==> config.mk <==
export PLATFORM = sky130hd
export DESIGN_NAME = io_initiator_flat
export DESIGN_NICKNAME = d
export VERILOG_FILES = /design/src/rtl/io_initiator_if.sv /design/src/rtl/io_initiator.sv /design/src/flat_wrapper.sv
export SDC_FILE = /design/constraint.sdc
export NUM_CORES = 1
export LEC_CHECK = 0
export CORE_MARGIN = 10
export CORE_UTILIZATION = 30
export CTS_BUF_LIST = sky130_fd_sc_hd__clkbuf_2 sky130_fd_sc_hd__clkbuf_4 sky130_fd_sc_hd__clkbuf_8
export CTS_CLUSTER_SIZE = 12
export DETAILED_ROUTE_END_ITERATION = 8
export DONT_BUFFER_PORTS = 1
export GPL_TIMING_DRIVEN = 0
export PLACE_DENSITY = 0.4
export SYNTH_ARGS = -nofsm -noshare
export SYNTH_HDL_FRONTEND = slang
export SYNTH_SLANG_ARGS = --single-unit
==> constraint.sdc <==
create_clock -name clk -period 7.7 [get_ports clk]
set_clock_uncertainty 0.2 [all_clocks]
set_input_delay 1.925 -clock clk [delete_from_list [all_inputs] [get_ports clk]]
set_output_delay 1.925 -clock clk [all_outputs]
set_load 0.02 [all_outputs]
==> src/rtl/io_initiator_if.sv <==
// Link bundle for the io_initiator: local command port, packed request channel,
// packed response channel, local completion port and status outputs.
interface io_initiator_if #(
    parameter int SIGNAL_WIDTH = 4,
    parameter int ID_WIDTH     = 4,
    parameter int ADDR_WIDTH   = 8,
    parameter int DATA_WIDTH   = 16,
    parameter int DW           = 32
);
    // local command
    logic                  cmd_valid;
    logic                  cmd_ready;
    logic                  cmd_write;
    logic [ADDR_WIDTH-1:0] cmd_addr;
    logic [DATA_WIDTH-1:0] cmd_wdata;
    // packed request to responder
    logic                  req_valid;
    logic [DW-1:0]         req_data;
    logic                  req_ready;
    // packed response from responder
    logic                  rsp_valid;
    logic [DW-1:0]         rsp_data;
    logic                  rsp_ready;
    // local completion
    logic                  cpl_valid;
    logic                  cpl_ready;
    logic                  cpl_write;
    logic [ID_WIDTH-1:0]   cpl_id;
    logic [ADDR_WIDTH-1:0] cpl_addr;
    logic [DATA_WIDTH-1:0] cpl_data;
    logic                  cpl_error;
    // status
    logic [ID_WIDTH:0]     outstanding;
    logic                  timeout_err;

    // initiator view
    modport master (
        input  cmd_valid, cmd_write, cmd_addr, cmd_wdata,
        output cmd_ready,
        output req_valid, req_data,
        input  req_ready,
        input  rsp_valid, rsp_data,
        output rsp_ready,
        output cpl_valid, cpl_write, cpl_id, cpl_addr, cpl_data, cpl_error,
        input  cpl_ready,
        output outstanding, timeout_err
    );

    // host / responder view
    modport slave (
        output cmd_valid, cmd_write, cmd_addr, cmd_wdata,
        input  cmd_ready,
        input  req_valid, req_data,
        output req_ready,
        output rsp_valid, rsp_data,
        input  rsp_ready,
        input  cpl_valid, cpl_write, cpl_id, cpl_addr, cpl_data, cpl_error,
        output cpl_ready,
        input  outstanding, timeout_err
    );
endinterface

==> src/rtl/io_initiator.sv <==
// io_initiator: requester end of the packed {signal,id,addr,data} link.
// Tags local commands with an ID, issues packed requests, tracks in-flight
// IDs in a per-ID table and turns returning responses into local completions.
// DW must equal SIGNAL_WIDTH+ID_WIDTH+ADDR_WIDTH+DATA_WIDTH.
module io_initiator #(
    parameter int DW           = 32,
    parameter int SIGNAL_WIDTH = 4,
    parameter int ID_WIDTH     = 4,
    parameter int ADDR_WIDTH   = 8,
    parameter int DATA_WIDTH   = 16,
    parameter int MAX_OUTST    = 4,
    parameter int TIMEOUT      = 64
) (
    input  logic         clk,
    input  logic         rst_n,
    io_initiator_if.master bus
);
    localparam int DEPTH = 2 ** ID_WIDTH;
    localparam int CW    = $clog2(TIMEOUT + 1);
    localparam logic [ID_WIDTH:0] MAX_C = (ID_WIDTH + 1)'(MAX_OUTST);
    localparam logic [CW-1:0]     TO_C  = CW'(TIMEOUT);
    localparam logic [ID_WIDTH-1:0] ID_ONE = ID_WIDTH'(1);
    localparam logic [ID_WIDTH:0]   CNT_ONE = (ID_WIDTH + 1)'(1);

    typedef enum logic [0:0] {
        ST_IDLE = 1'b0,
        ST_PEND = 1'b1
    } req_state_e;

    // request channel registers
    req_state_e            state_q;
    logic                  req_valid_q;
    logic [DW-1:0]         req_data_q;
    // in-flight table, one entry per ID
    logic [DEPTH-1:0]      tbl_v_q;
    logic [DEPTH-1:0]      tbl_w_q;
    logic [ADDR_WIDTH-1:0] tbl_a_q [DEPTH];
    logic [ID_WIDTH-1:0]   next_id_q;
    logic [ID_WIDTH:0]     outst_q, outst_d;
    // completion register
    logic                  cpl_valid_q;
    logic                  cpl_write_q;
    logic [ID_WIDTH-1:0]   cpl_id_q;
    logic [ADDR_WIDTH-1:0] cpl_addr_q;
    logic [DATA_WIDTH-1:0] cpl_data_q;
    logic                  cpl_error_q;
    // watchdog
    logic [CW-1:0]         wd_cnt_q, wd_cnt_d;
    logic                  timeout_q, timeout_d;

    // response field decode
    logic                  rsp_wr_s;
    logic [ID_WIDTH-1:0]   rsp_id_s;
    logic [ADDR_WIDTH-1:0] rsp_addr_s;
    logic [DATA_WIDTH-1:0] rsp_dat_s;
    logic                  unused_sig_s;

    logic                  rsp_ready_s, rsp_fire_s, rsp_hit_s, free_s;
    logic                  next_busy_s, cmd_ready_s, cmd_fire_s;
    logic [ID_WIDTH:0]     outst_pf_s;
    logic [DW-1:0]         req_word_s;

    assign rsp_wr_s     = bus.rsp_data[DW-SIGNAL_WIDTH];
    assign rsp_id_s     = bus.rsp_data[DATA_WIDTH+ADDR_WIDTH +: ID_WIDTH];
    assign rsp_addr_s   = bus.rsp_data[DATA_WIDTH +: ADDR_WIDTH];
    assign rsp_dat_s    = bus.rsp_data[DATA_WIDTH-1:0];
    // upper signal bits carry no meaning on the response side
    assign unused_sig_s = ^bus.rsp_data[DW-1:DW-SIGNAL_WIDTH+1];

    // Handshake decisions; a freed entry is visible to cmd_ready in the same cycle
    always_comb begin
        rsp_ready_s = ~cpl_valid_q | bus.cpl_ready;
        rsp_fire_s  = bus.rsp_valid & rsp_ready_s;
        rsp_hit_s   = tbl_v_q[rsp_id_s] & (tbl_w_q[rsp_id_s] == rsp_wr_s) &
                      (tbl_a_q[rsp_id_s] == rsp_addr_s);
        free_s      = rsp_fire_s & rsp_hit_s;
        next_busy_s = tbl_v_q[next_id_q] & ~(free_s & (rsp_id_s == next_id_q));
        if (free_s) begin
            outst_pf_s = outst_q - CNT_ONE;
        end else begin
            outst_pf_s = outst_q;
        end
        cmd_ready_s = ((state_q == ST_IDLE) | bus.req_ready) & (outst_pf_s < MAX_C) & ~next_busy_s;
        cmd_fire_s  = bus.cmd_valid & cmd_ready_s;
        req_word_s  = {{(SIGNAL_WIDTH-1){1'b0}}, bus.cmd_write, next_id_q, bus.cmd_addr,
                       bus.cmd_write ? bus.cmd_wdata : {DATA_WIDTH{1'b0}}};
    end

    // Outstanding count: +1 on allocate, -1 on hit
    always_comb begin
        case ({cmd_fire_s, free_s})
            2'b10:   outst_d = outst_q + CNT_ONE;
            2'b01:   outst_d = outst_q - CNT_ONE;
            default: outst_d = outst_q;
        endcase
    end

    // Watchdog next state: idle or progress clears, otherwise count and saturate
    always_comb begin
        if (rsp_fire_s || (outst_q == {(ID_WIDTH+1){1'b0}})) begin
            wd_cnt_d = {CW{1'b0}};
        end else if (wd_cnt_q != TO_C) begin
            wd_cnt_d = wd_cnt_q + CW'(1);
        end else begin
            wd_cnt_d = wd_cnt_q;
        end
        timeout_d = timeout_q | (wd_cnt_d == TO_C);
    end

    // Request channel FSM: payload held stable while PEND until req_ready
    always_ff @(posedge clk or negedge rst_n) begin
        if (!rst_n) begin
            state_q     <= ST_IDLE;
            req_valid_q <= 1'b0;
            req_data_q  <= {DW{1'b0}};
        end else begin
            case (state_q)
                ST_IDLE: begin
                    if (cmd_fire_s) begin
                        req_data_q  <= req_word_s;
                        req_valid_q <= 1'b1;
                        state_q     <= ST_PEND;
                    end
                end
                ST_PEND: begin
                    if (cmd_fire_s) begin
                        req_data_q <= req_word_s;
                    end else if (bus.req_ready) begin
                        req_valid_q <= 1'b0;
                        state_q     <= ST_IDLE;
                    end
                end
                default: begin
                    req_valid_q <= 1'b0;
                    state_q     <= ST_IDLE;
                end
            endcase
        end
    end

    // In-flight table, ID allocator and outstanding counter; allocate overrides free
    always_ff @(posedge clk or negedge rst_n) begin
        if (!rst_n) begin
            tbl_v_q   <= {DEPTH{1'b0}};
            tbl_w_q   <= {DEPTH{1'b0}};
            for (int i = 0; i < DEPTH; i++) begin
                tbl_a_q[i] <= {ADDR_WIDTH{1'b0}};
            end
            next_id_q <= {ID_WIDTH{1'b0}};
            outst_q   <= {(ID_WIDTH+1){1'b0}};
        end else begin
            if (free_s) begin
                tbl_v_q[rsp_id_s] <= 1'b0;
            end
            if (cmd_fire_s) begin
                tbl_v_q[next_id_q] <= 1'b1;
                tbl_w_q[next_id_q] <= bus.cmd_write;
                tbl_a_q[next_id_q] <= bus.cmd_addr;
                next_id_q          <= next_id_q + ID_ONE;
            end
            outst_q <= outst_d;
        end
    end

    // Completion register: loaded on response accept, cleared when consumed
    always_ff @(posedge clk or negedge rst_n) begin
        if (!rst_n) begin
            cpl_valid_q <= 1'b0;
            cpl_write_q <= 1'b0;
            cpl_id_q    <= {ID_WIDTH{1'b0}};
            cpl_addr_q  <= {ADDR_WIDTH{1'b0}};
            cpl_data_q  <= {DATA_WIDTH{1'b0}};
            cpl_error_q <= 1'b0;
        end else if (rsp_fire_s) begin
            cpl_valid_q <= 1'b1;
            cpl_write_q <= rsp_wr_s;
            cpl_id_q    <= rsp_id_s;
            cpl_addr_q  <= rsp_addr_s;
            cpl_data_q  <= rsp_dat_s;
            cpl_error_q <= ~rsp_hit_s;
        end else if (bus.cpl_ready) begin
            cpl_valid_q <= 1'b0;
        end
    end

    // Watchdog counter and sticky timeout flag
    always_ff @(posedge clk or negedge rst_n) begin
        if (!rst_n) begin
            wd_cnt_q  <= {CW{1'b0}};
            timeout_q <= 1'b0;
        end else begin
            wd_cnt_q  <= wd_cnt_d;
            timeout_q <= timeout_d;
        end
    end

    assign bus.cmd_ready   = cmd_ready_s;
    assign bus.req_valid   = req_valid_q;
    assign bus.req_data    = req_data_q;
    assign bus.rsp_ready   = rsp_ready_s;
    assign bus.cpl_valid   = cpl_valid_q;
    assign bus.cpl_write   = cpl_write_q;
    assign bus.cpl_id      = cpl_id_q;
    assign bus.cpl_addr    = cpl_addr_q;
    assign bus.cpl_data    = cpl_data_q;
    assign bus.cpl_error   = cpl_error_q;
    assign bus.outstanding = outst_q;
    assign bus.timeout_err = timeout_q;

endmodule

==> src/flat_wrapper.sv <==
// flat-port wrapper written by rule: the top's interface ports become plain ports
module io_initiator_flat 
#(
    parameter int DW           = 32,
    parameter int SIGNAL_WIDTH = 4,
    parameter int ID_WIDTH     = 4,
    parameter int ADDR_WIDTH   = 8,
    parameter int DATA_WIDTH   = 16,
    parameter int MAX_OUTST    = 4,
    parameter int TIMEOUT      = 64
)
  (clk, rst_n, bus_cmd_valid, bus_cmd_write, bus_cmd_addr, bus_cmd_wdata, bus_cmd_ready, bus_req_valid, bus_req_data, bus_req_ready, bus_rsp_valid, bus_rsp_data, bus_rsp_ready, bus_cpl_valid, bus_cpl_write, bus_cpl_id, bus_cpl_addr, bus_cpl_data, bus_cpl_error, bus_cpl_ready, bus_outstanding, bus_timeout_err);
  io_initiator_if #(.SIGNAL_WIDTH(SIGNAL_WIDTH), .ID_WIDTH(ID_WIDTH), .ADDR_WIDTH(ADDR_WIDTH), .DATA_WIDTH(DATA_WIDTH), .DW(DW)) bus_i ();
  input  logic clk;
  input  logic rst_n;
  input wire logic [$bits(bus_i.cmd_valid)-1:0] bus_cmd_valid;
  input wire logic [$bits(bus_i.cmd_write)-1:0] bus_cmd_write;
  input wire logic [$bits(bus_i.cmd_addr)-1:0] bus_cmd_addr;
  input wire logic [$bits(bus_i.cmd_wdata)-1:0] bus_cmd_wdata;
  output wire logic [$bits(bus_i.cmd_ready)-1:0] bus_cmd_ready;
  output wire logic [$bits(bus_i.req_valid)-1:0] bus_req_valid;
  output wire logic [$bits(bus_i.req_data)-1:0] bus_req_data;
  input wire logic [$bits(bus_i.req_ready)-1:0] bus_req_ready;
  input wire logic [$bits(bus_i.rsp_valid)-1:0] bus_rsp_valid;
  input wire logic [$bits(bus_i.rsp_data)-1:0] bus_rsp_data;
  output wire logic [$bits(bus_i.rsp_ready)-1:0] bus_rsp_ready;
  output wire logic [$bits(bus_i.cpl_valid)-1:0] bus_cpl_valid;
  output wire logic [$bits(bus_i.cpl_write)-1:0] bus_cpl_write;
  output wire logic [$bits(bus_i.cpl_id)-1:0] bus_cpl_id;
  output wire logic [$bits(bus_i.cpl_addr)-1:0] bus_cpl_addr;
  output wire logic [$bits(bus_i.cpl_data)-1:0] bus_cpl_data;
  output wire logic [$bits(bus_i.cpl_error)-1:0] bus_cpl_error;
  input wire logic [$bits(bus_i.cpl_ready)-1:0] bus_cpl_ready;
  output wire logic [$bits(bus_i.outstanding)-1:0] bus_outstanding;
  output wire logic [$bits(bus_i.timeout_err)-1:0] bus_timeout_err;
  assign bus_i.cmd_valid = bus_cmd_valid;
  assign bus_i.cmd_write = bus_cmd_write;
  assign bus_i.cmd_addr = bus_cmd_addr;
  assign bus_i.cmd_wdata = bus_cmd_wdata;
  assign bus_cmd_ready = bus_i.cmd_ready;
  assign bus_req_valid = bus_i.req_valid;
  assign bus_req_data = bus_i.req_data;
  assign bus_i.req_ready = bus_req_ready;
  assign bus_i.rsp_valid = bus_rsp_valid;
  assign bus_i.rsp_data = bus_rsp_data;
  assign bus_rsp_ready = bus_i.rsp_ready;
  assign bus_cpl_valid = bus_i.cpl_valid;
  assign bus_cpl_write = bus_i.cpl_write;
  assign bus_cpl_id = bus_i.cpl_id;
  assign bus_cpl_addr = bus_i.cpl_addr;
  assign bus_cpl_data = bus_i.cpl_data;
  assign bus_cpl_error = bus_i.cpl_error;
  assign bus_i.cpl_ready = bus_cpl_ready;
  assign bus_outstanding = bus_i.outstanding;
  assign bus_timeout_err = bus_i.timeout_err;
  io_initiator #(.DW(DW), .SIGNAL_WIDTH(SIGNAL_WIDTH), .ID_WIDTH(ID_WIDTH), .ADDR_WIDTH(ADDR_WIDTH), .DATA_WIDTH(DATA_WIDTH), .MAX_OUTST(MAX_OUTST), .TIMEOUT(TIMEOUT)) u_core (.clk(clk), .rst_n(rst_n), .bus(bus_i));
endmodule
==> results by stage, run 1 <==
Worst setup path:
- The family with the most delay on the worst path is buffers and inverters.
- The data required time of the critical path is 5580 ps.
- Among all stages on the critical path, the largest delay is contributed by clkbuf_1.
- The setup check on the worst reg-to-reg path leaves a slack of 3390 ps.
- The critical path class is in2out.
- Data arrives at the worst endpoint at 5050 ps.
- The worst register-to-register path has a depth of 14.
- The signal on the critical path passes through buf_2 -> buf_2 -> clkbuf_1 -> o22ai_1 -> nor3_1 -> a32oi_1 -> inv_1 -> nand4_1 -> nor3_1 -> mux2i_1 -> and2_1.
- The delay contributed by the slowest stage of the critical path is 490 ps.
- The number of buffers and inverters on the critical path is 4.
- The critical path capture point type is a primary output.
- STA classifies the critical path startpoint as an input port.
- The critical path crosses 11 cells after its start point.
- Along the worst path, the maximum fanout reaches 10.

STA:
- The count of final max-slew check failures is 0.
- The count of endpoints failing hold in the final timing report is 0.
- The final sum of negative setup slack is 0 ps.
- The max-slew headroom at the worst pin is 43.4%.
- Setup repair after global routing left no endpoint under its margin.
- The worst slack on hold paths is 284 ps.
- Setup violations remaining at the end of the flow were counted as 0.
- Counting I/O delays and the setup requirement, the final critical path takes 7170 ps.
- Based on the critical path, the design can be clocked at up to 139 MHz.
- The final critical path takes up 93.1% of the cycle.
- The measured slew at the worst slew-check pin is 849 ps.

Yosys:
- The cell type contributing the most total cell area after synthesis is dfrtp_1.
- The dominant cell by count in the synthesized netlist is dfrtp_1.
- Of the post-synthesis cell area, the part taken by muxes is 28.0%.
- The post-synthesis instance total is 831.
- The compound-cell area share of the yosys netlist is 4.39%.
- Yosys mapped a number of flops with a built-in enable equal to 0.
- By area the synthesized netlist is led by dfrtp_1 (53%), mux2_2 (19%), mux4_2 (6.2%).
- The number of different library cells used by synthesis comes to 62.
- Of the total synthesized cell area, the portion taken by full adders, half adders and majority gates is 0.997%.
- In this run the mean area of a mapped cell was 13.6 um2.
- The xor and xnor area share after synthesis is 2.56%.
- Summing the areas of all and, or, nand and nor instances in the mapped netlist gives 7.44% of the synthesized area.
- By area, the combinational part of the netlist is dominated by multiplexers.
- The dominant synthesized flop cell is dfrtp_1.
- The portion of synthesized cell area occupied by the leading cell type is 53.0%.
- Sequential elements use 53.0% of the synthesized area.
- The share of async-settable or async-resettable flops after synthesis is 100%.
- By count the netlist is led by dfrtp_1 (239), mux2_2 (190), mux4_2 (31), nand2_1 (31), o21ai_0 (28).
- Counting flops and latches in the post-synthesis netlist gives 239.
- The post-synthesis instance area is 0.0113 mm2.
- For this run, the number of Yosys warnings is 0.

Min path:
- The type of the worst min-delay path is reg2reg.
- The hold path depth is 1.

Global routing:
- The layer flagged by global routing as most heavily used is met2.
- Global routing consumed, on the met3 layer, 4.29% of the routing resources.
- Global routing consumed, on the met1 layer, 20.1% of the routing resources.
- The number of global-route vias before repair is 7487.
- The number of antenna violations at the first check in global routing is 0.
- The wire length of the first global-routing pass is 51600 um.
- Global routing used 14.9% of the available tracks.
- The global-route congestion overflow total is 0.
- The maximum number of pins on one net before global-route repair is 240.
- Global routing used 22.6% of the available met2 tracks.

Clock tree:
- The clock input transition at the sequential cells of the worst setup and hold paths is 60 ps.
- At the later pin of the worst-skew pair, clock insertion delay measures 600 ps.
- Clock tree synthesis found a total of 239 sinks.
- Post-CTS timing repair inserted 0 buffers for setup.
- After clock tree synthesis, the repair step resized 0 gates.
- The clock tree from TritonCTS is done.
- The cell chosen for the clock root is clkbuf_8.
- The H-tree generated during clock tree synthesis spans 2 levels.
- The hold-fix buffer count after cts is 0.
- The number of buffers created by CTS is 46.
- The worst-case clock buffer depth is 3.

Routing:
- After detailed routing, the number of vias per cell comes to 4.87.
- The count of antenna-violating nets left after detailed routing is 0.
- After detailed routing, the number of remaining DRC violations is 0.
- The routed wire length is 34200 um.
- The routed wirelength normalized by instance count is 24.0 um.
- The routed layout has 6946 vias.
- For this block, the initial DRC count from the detailed router was 342.
- The first detailed-routing pass ran for 4 iterations.

Floorplanning:
- The area of the core is 0.0374 mm2.
- The floorplan has 71 rows.
- The die height is 214 um.
- The initial utilization of the core area, before any placement, comes to 30.2%.
- The die footprint is 0.0458 mm2.
- In this run the count of I/O pins placed on the die edge is 135.
- The floorplan step set the die width to 214 um.

Pwr:
- The areal power density over the cells is 371 mW/mm2.
- The leakage power is 5.76 nW.
- Across the VDD grid, the largest voltage drop is 151 uV.

Placement:
- The HPWL after detailed placement is 22300 um.
- In this run, placement finished with an instance count of 1344.
- At the end of routability-driven placement, the weighted congestion stood at 0.771.
- The quantity of I/O buffers inserted on ports is 0.

Outcome:
- The flow ran to the end, and the final reports show no timing, DRC or antenna violations.

Finish:
- The count of non-filler cells in the finished layout is 1425.
- The growth of design area from synthesis to finish is 14.2%.
- The post-route netlist has 39.1% of its cells at a drive strength greater than 1.
- The net count of the finished layout is 953.
- The layout has 3665 filler cells.
- The antenna diode instance count is 0.

Flow run:
- Across the run, the number of max-cap violations was 0.
==> registers in the layout (all words and copies together), names as in the netlist, 5 cells and up <==
name and cells:
u_core.bus.req_data 29, u_core.tbl_a_q 128, u_core.tbl_v_q 16, u_core.bus.cpl_data 16, u_core.bus.cpl_addr 8, u_core.tbl_w_q 16, u_core.wd_cnt_q 7, u_core.bus.outstanding 5
==> per-layer routing <==
metal	part of all wire, %	routed length (um)	vias to the layer above
met5	0	0	-
met4	2.6	878	0
met3	6.6	2270	54
met2	45	15400	178
met1	46	15700	3605
li1	-	-	3109
==> power by group <==
group | leakage [nW] | switching (mW) | internal, mW
sequential | 3.05 | 0.437 | 1.75
combinational | 2.19 | 0.588 | 0.703
clock | 0.511 | 0.556 | 0.754
==> kinds of logic (layout without fill, tap and decap cells) <==
group,Yosys count,after routing
flip-flops,239,239
multiplexers,250,250
buffers and inverters,79,160
AO/OA/AOI/OAI,76,76
AND/OR/NAND/NOR,144,144
XOR/XNOR,33,33
adder cells (fa/ha/maj),9,9
other,1,3
==> final timing paths <==
check | start | to
setup / recovery | bus_rsp_data[24] | bus_cmd_ready
max in group asynchronous | rst_n | u_core.tbl_a_q[27]
hold reg to reg | u_core.state_q | u_core.bus.req_valid
setup reg to reg | u_core.next_id_q[0] | u_core.bus.outstanding[4]
min in group asynchronous | rst_n | u_core.bus.req_data[9]
hold / removal | u_core.state_q | u_core.bus.req_valid
==> cell type report <==
type	count	area, um2	area share, %
flip-flops and latches	239	5980	46.4
inverters	27	101	0.786
plain buffers	52	304	2.36
clock buffers	77	928	7.20
multi-input cells	515	4910	38.1
well taps	511	639	4.96
clock inverters	4	22.5	0.175
==> stage by stage <==
| step | setup slack, ps | area (um2) | total power [mW] | util (%) |
|---|---|---|---|---|
| 5_1_grt | 249 | 12900 | 5.11 | 34.5 |
| 3_3_place_gp | 405 | 11900 | 3.50 | 31.9 |
| 2_1_floorplan | 1470 | 11300 | 3.15 | - |
| 4_1_cts | 420 | 12900 | 4.88 | 34.5 |
| 3_5_place_dp | 422 | 11900 | 3.52 | 31.9 |
| 6_report | 529 | 12900 | 4.78 | 34.5 |
==> cells in the final DEF (no fill, tap or decap), types with 17 or more instances in the layout <==
master / instances
nor2_1: 24
clkbuf_4: 21
inv_1: 27
mux4_2: 31
mux2_2: 190
mux2i_1: 21
o21ai_0: 28
xnor2_1: 17
nand2_1: 31
clkbuf_1: 20
clkbuf_8: 56
nand3_1: 23
dfrtp_1: 239
(Power assumes the default switching activity.)
==> inputs of run 2 (changes only) <==
--- a/config.mk
+++ b/config.mk
@@ -5,6 +5,7 @@
 export SDC_FILE = /design/constraint.sdc
 export NUM_CORES = 1
 export LEC_CHECK = 0
+export ABC_CLOCK_PERIOD_IN_PS = 7700
 export CORE_MARGIN = 10
 export CORE_UTILIZATION = 30
 export CTS_BUF_LIST = sky130_fd_sc_hd__clkbuf_2 sky130_fd_sc_hd__clkbuf_4 sky130_fd_sc_hd__clkbuf_8
@@ -13,6 +14,7 @@
 export DONT_BUFFER_PORTS = 1
 export GPL_TIMING_DRIVEN = 0
 export PLACE_DENSITY = 0.4
+export RECOVER_POWER = 50
 export SYNTH_ARGS = -nofsm -noshare
 export SYNTH_HDL_FRONTEND = slang
 export SYNTH_SLANG_ARGS = --single-unit
==> results by stage, run 2 (synthesis results as in run 1) <==
Outcome:
- The flow ran to the end, and the final reports show no timing, DRC or antenna violations.

Finish:
- Leaving out fill and tap cells, the most frequent cell in the layout is dfrtp_1.
- In the layout the commonest cells are dfrtp_1 (239), mux2_2 (190), clkbuf_8 (56).
- The number of flip-flops under the largest register name is 128 (unchanged).
- The growth of design area from synthesis to finish came to 14.2% (unchanged).
- The antenna diode instance count came to 0 (unchanged).
- The net count reported at finish is 953 (unchanged).
- The ratio of cells with drive above 1 in the final layout is 39.1% (unchanged).
- u_core.tbl_a_q holds more flip-flops than any other register.

STA:
- The top achievable clock speed is 139 MHz (about the same).
- Setup repair after global routing left no endpoint under its margin.
- The number of failing setup endpoints in the final timing report is 0 (unchanged).
- The ratio of final minimum period to clock period is 93.2% (about the same).
- The count of final max-slew check failures is 0 (unchanged).
- The final sum of negative setup slack came to 0 ps (unchanged).
- The count of endpoints failing hold in the final timing report is 0 (unchanged).
- The shortest clock period the worst path allows after layout came to 7170 ps (+3.60 ps).
- The final setup slack of the worst path is 526 ps (-3.60 ps).
- The max-slew headroom at the worst pin is 43.1% (-0.25 points).
- The measured slew at the worst slew-check pin came to 853 ps (+3.74 ps).

Pwr:
- The maximum vdd drop was 151 uV (about the same).
- The leakage power is 5.76 nW (unchanged).
- The areal power density over the cells came to 371 mW/mm2 (about the same).

Worst setup path:
- The worst flop-to-flop path endpoint is u_core.bus.outstanding[4].
- The number of buffers and inverters on the critical path was 4 (unchanged).
- The maximum net fanout on the critical path is 10 (unchanged).
- The critical path launch point type is an input port.
- The critical path class is in2out.
- The register-to-register setup slack is 3390 ps (about the same).
- The beginning of the critical path is bus_rsp_data[24].
- Walking the worst path, the cells encountered are buf_2 -> buf_2 -> clkbuf_1 -> o22ai_1 -> nor3_1 -> a32oi_1 -> inv_1 -> nand4_1 -> nor3_1 -> mux2i_1 -> and2_1.
- The start of the worst register-to-register path is u_core.next_id_q[0].
- The family with the most delay on the worst path is buffers and inverters.
- The worst path arrival time is 5050 ps (about the same).
- In this run the worst setup path terminates at bus_cmd_ready.
- The worst setup path is captured at a primary output.
- The delay contributed by the slowest stage of the critical path was 490 ps (about the same).
- The cell count along the critical path was 11 (unchanged).
- The data required time of the critical path is 5580 ps (about the same).
- The slowest stage of the critical path belongs to the cell clkbuf_1.
- The path depth of the worst reg2reg path is 14 (unchanged).

Placement:
- The global placer's final weighted congestion is 0.771 (unchanged).
- The quantity of I/O buffers inserted on ports came to 0 (unchanged).
- The worst-case setup slack after placement is 422 ps (unchanged).
- The placed wire-length estimate after detailed placement is 22300 um (unchanged).

Clock tree:
- The number of buffers created by CTS is 46 (unchanged).
- The worst-case clock buffer depth is 3 (unchanged).
- The hold-fix buffer count after cts is 0 (unchanged).
- The clock latency on the worst-skew pair was 610 ps (about the same).
- TritonCTS built the clock tree.
- The number of levels in the clock H-tree was 2 (unchanged).
- The number of gates given a new drive strength after cts is 0 (unchanged).
- The count of buffers added by post-CTS timing repair for setup is 0 (unchanged).
- The cell chosen for the clock root is clkbuf_8.
- The clock input transition at the sequential cells of the worst setup and hold paths was 60 ps (about the same).
- The total clock sinks came to 239 (unchanged).

Routing:
- The number of detailed-route iterations in the first pass is 4 (unchanged).
- The count of antenna-violating nets left after detailed routing was 0 (unchanged).
- The post-detailed-route via-to-cell ratio is 4.85 (-0.45%).
- The routed wire length was 34100 um (-0.20%).
- The number of vias after detailed routing is 6915 (-0.45%).
- The post-detailed-route DRC marker count was 0 (unchanged).
- The routed wirelength normalized by instance count was 24.0 um (-0.20%).
- The detailed router's first-iteration violation count is 369 (+7.9%).

Global routing:
- The number of global-route vias before repair is 7487 (unchanged).
- The global-route congestion overflow total was 0 (unchanged).
- The number of antenna violations at the first check in global routing is 0 (unchanged).
- The maximum number of pins on one net before global-route repair is 240 (unchanged).
- The wire length of the first global-routing pass was 51600 um (unchanged).
- The total routing resource utilization after global routing is 14.9% (unchanged).

Min path:
- The type of the worst min-delay path is reg2reg.
- The hold path startpoint is u_core.state_q.

Flow run:
- The max capacitance violation total is 0 (unchanged).

Floorplanning:
- The floorplan die width was 214 um (unchanged).
- The area of the core was 0.0374 mm2 (unchanged).
- The die footprint is 0.0458 mm2 (unchanged).
- The number of ports placed on the die boundary came to 135 (unchanged).
- The effective utilization at floorplan is 30.2% (unchanged).
- The die height was 214 um (unchanged).
- The site row count is 71 (unchanged).
==> run 2: per-stage QoR <==
step           hold WS (ps)  utilization, %  cell area (um2)  std cells  total power, mW
2_1_floorplan           241               -            11300        833             3.15
3_3_place_gp            268            31.9            11900       1344             3.50
3_5_place_dp            281            31.9            11900       1344             3.52
4_1_cts                 290            34.5            12900       1425             4.88
5_1_grt                 295            34.5            12900       1425             5.11
6_report                284            34.5            12900       1425             4.78
==> run 2: worst min path at each step <==
| stage | to | slack [ps] | depth (start not counted) |
|---|---|---|---|
| 3_5_place_dp | u_core.bus.req_valid | 280 | 1 |
| 2_1_floorplan | u_core.bus.req_valid | 240 | 1 |
| 3_3_place_gp | u_core.bus.req_valid | 270 | 1 |
| 5_1_grt | u_core.bus.req_valid | 300 | 1 |
| 4_1_cts | u_core.bus.req_valid | 290 | 1 |
| 6_report | u_core.bus.req_valid | 280 | 1 |
==> run 2: final cells by class <==
cell class	count	area [um2]
well taps	511	639
clock inverters	4	22.5
inverters	27	101
multi-input cells	515	4910
fillers	3665	24500
clock buffers	77	928
plain buffers	52	304
flip-flops and latches	239	5980
==> run 2: where the power goes <==
part | internal [mW] | leakage (nW) | total (mW) | switching, mW
clock network | 0.753 | 0.511 | 1.31 | 0.557
logic | 0.703 | 2.19 | 1.29 | 0.587
registers | 1.75 | 3.05 | 2.18 | 0.438
total | 3.20 | 5.76 | 4.78 | 1.58
==> run 2: worst register-to-register path: stages, from the launching register on <==
cell       delay, ps
dfrtp_1          390
clkbuf_1         530
mux4_2           580
a22oi_1          330
a21oi_1          120
a211o_1          310
nor2_1            90
o2111ai_1        190
o21ai_2          200
clkbuf_1         370
inv_1             80
ha_1             290
nand4b_1         200
a21oi_1          190
xor2_1           150
==> run 2: per-layer routing <==
layer	track usage [%]	part of all wire (%)	vias up	wire, um
li1	-	-	3103	-
met1	20.1	46	3586	15700
met2	22.6	45	172	15400
met3	4.29	6.4	54	2200
met4	4.93	2.6	0	871
met5	0	0	-	0
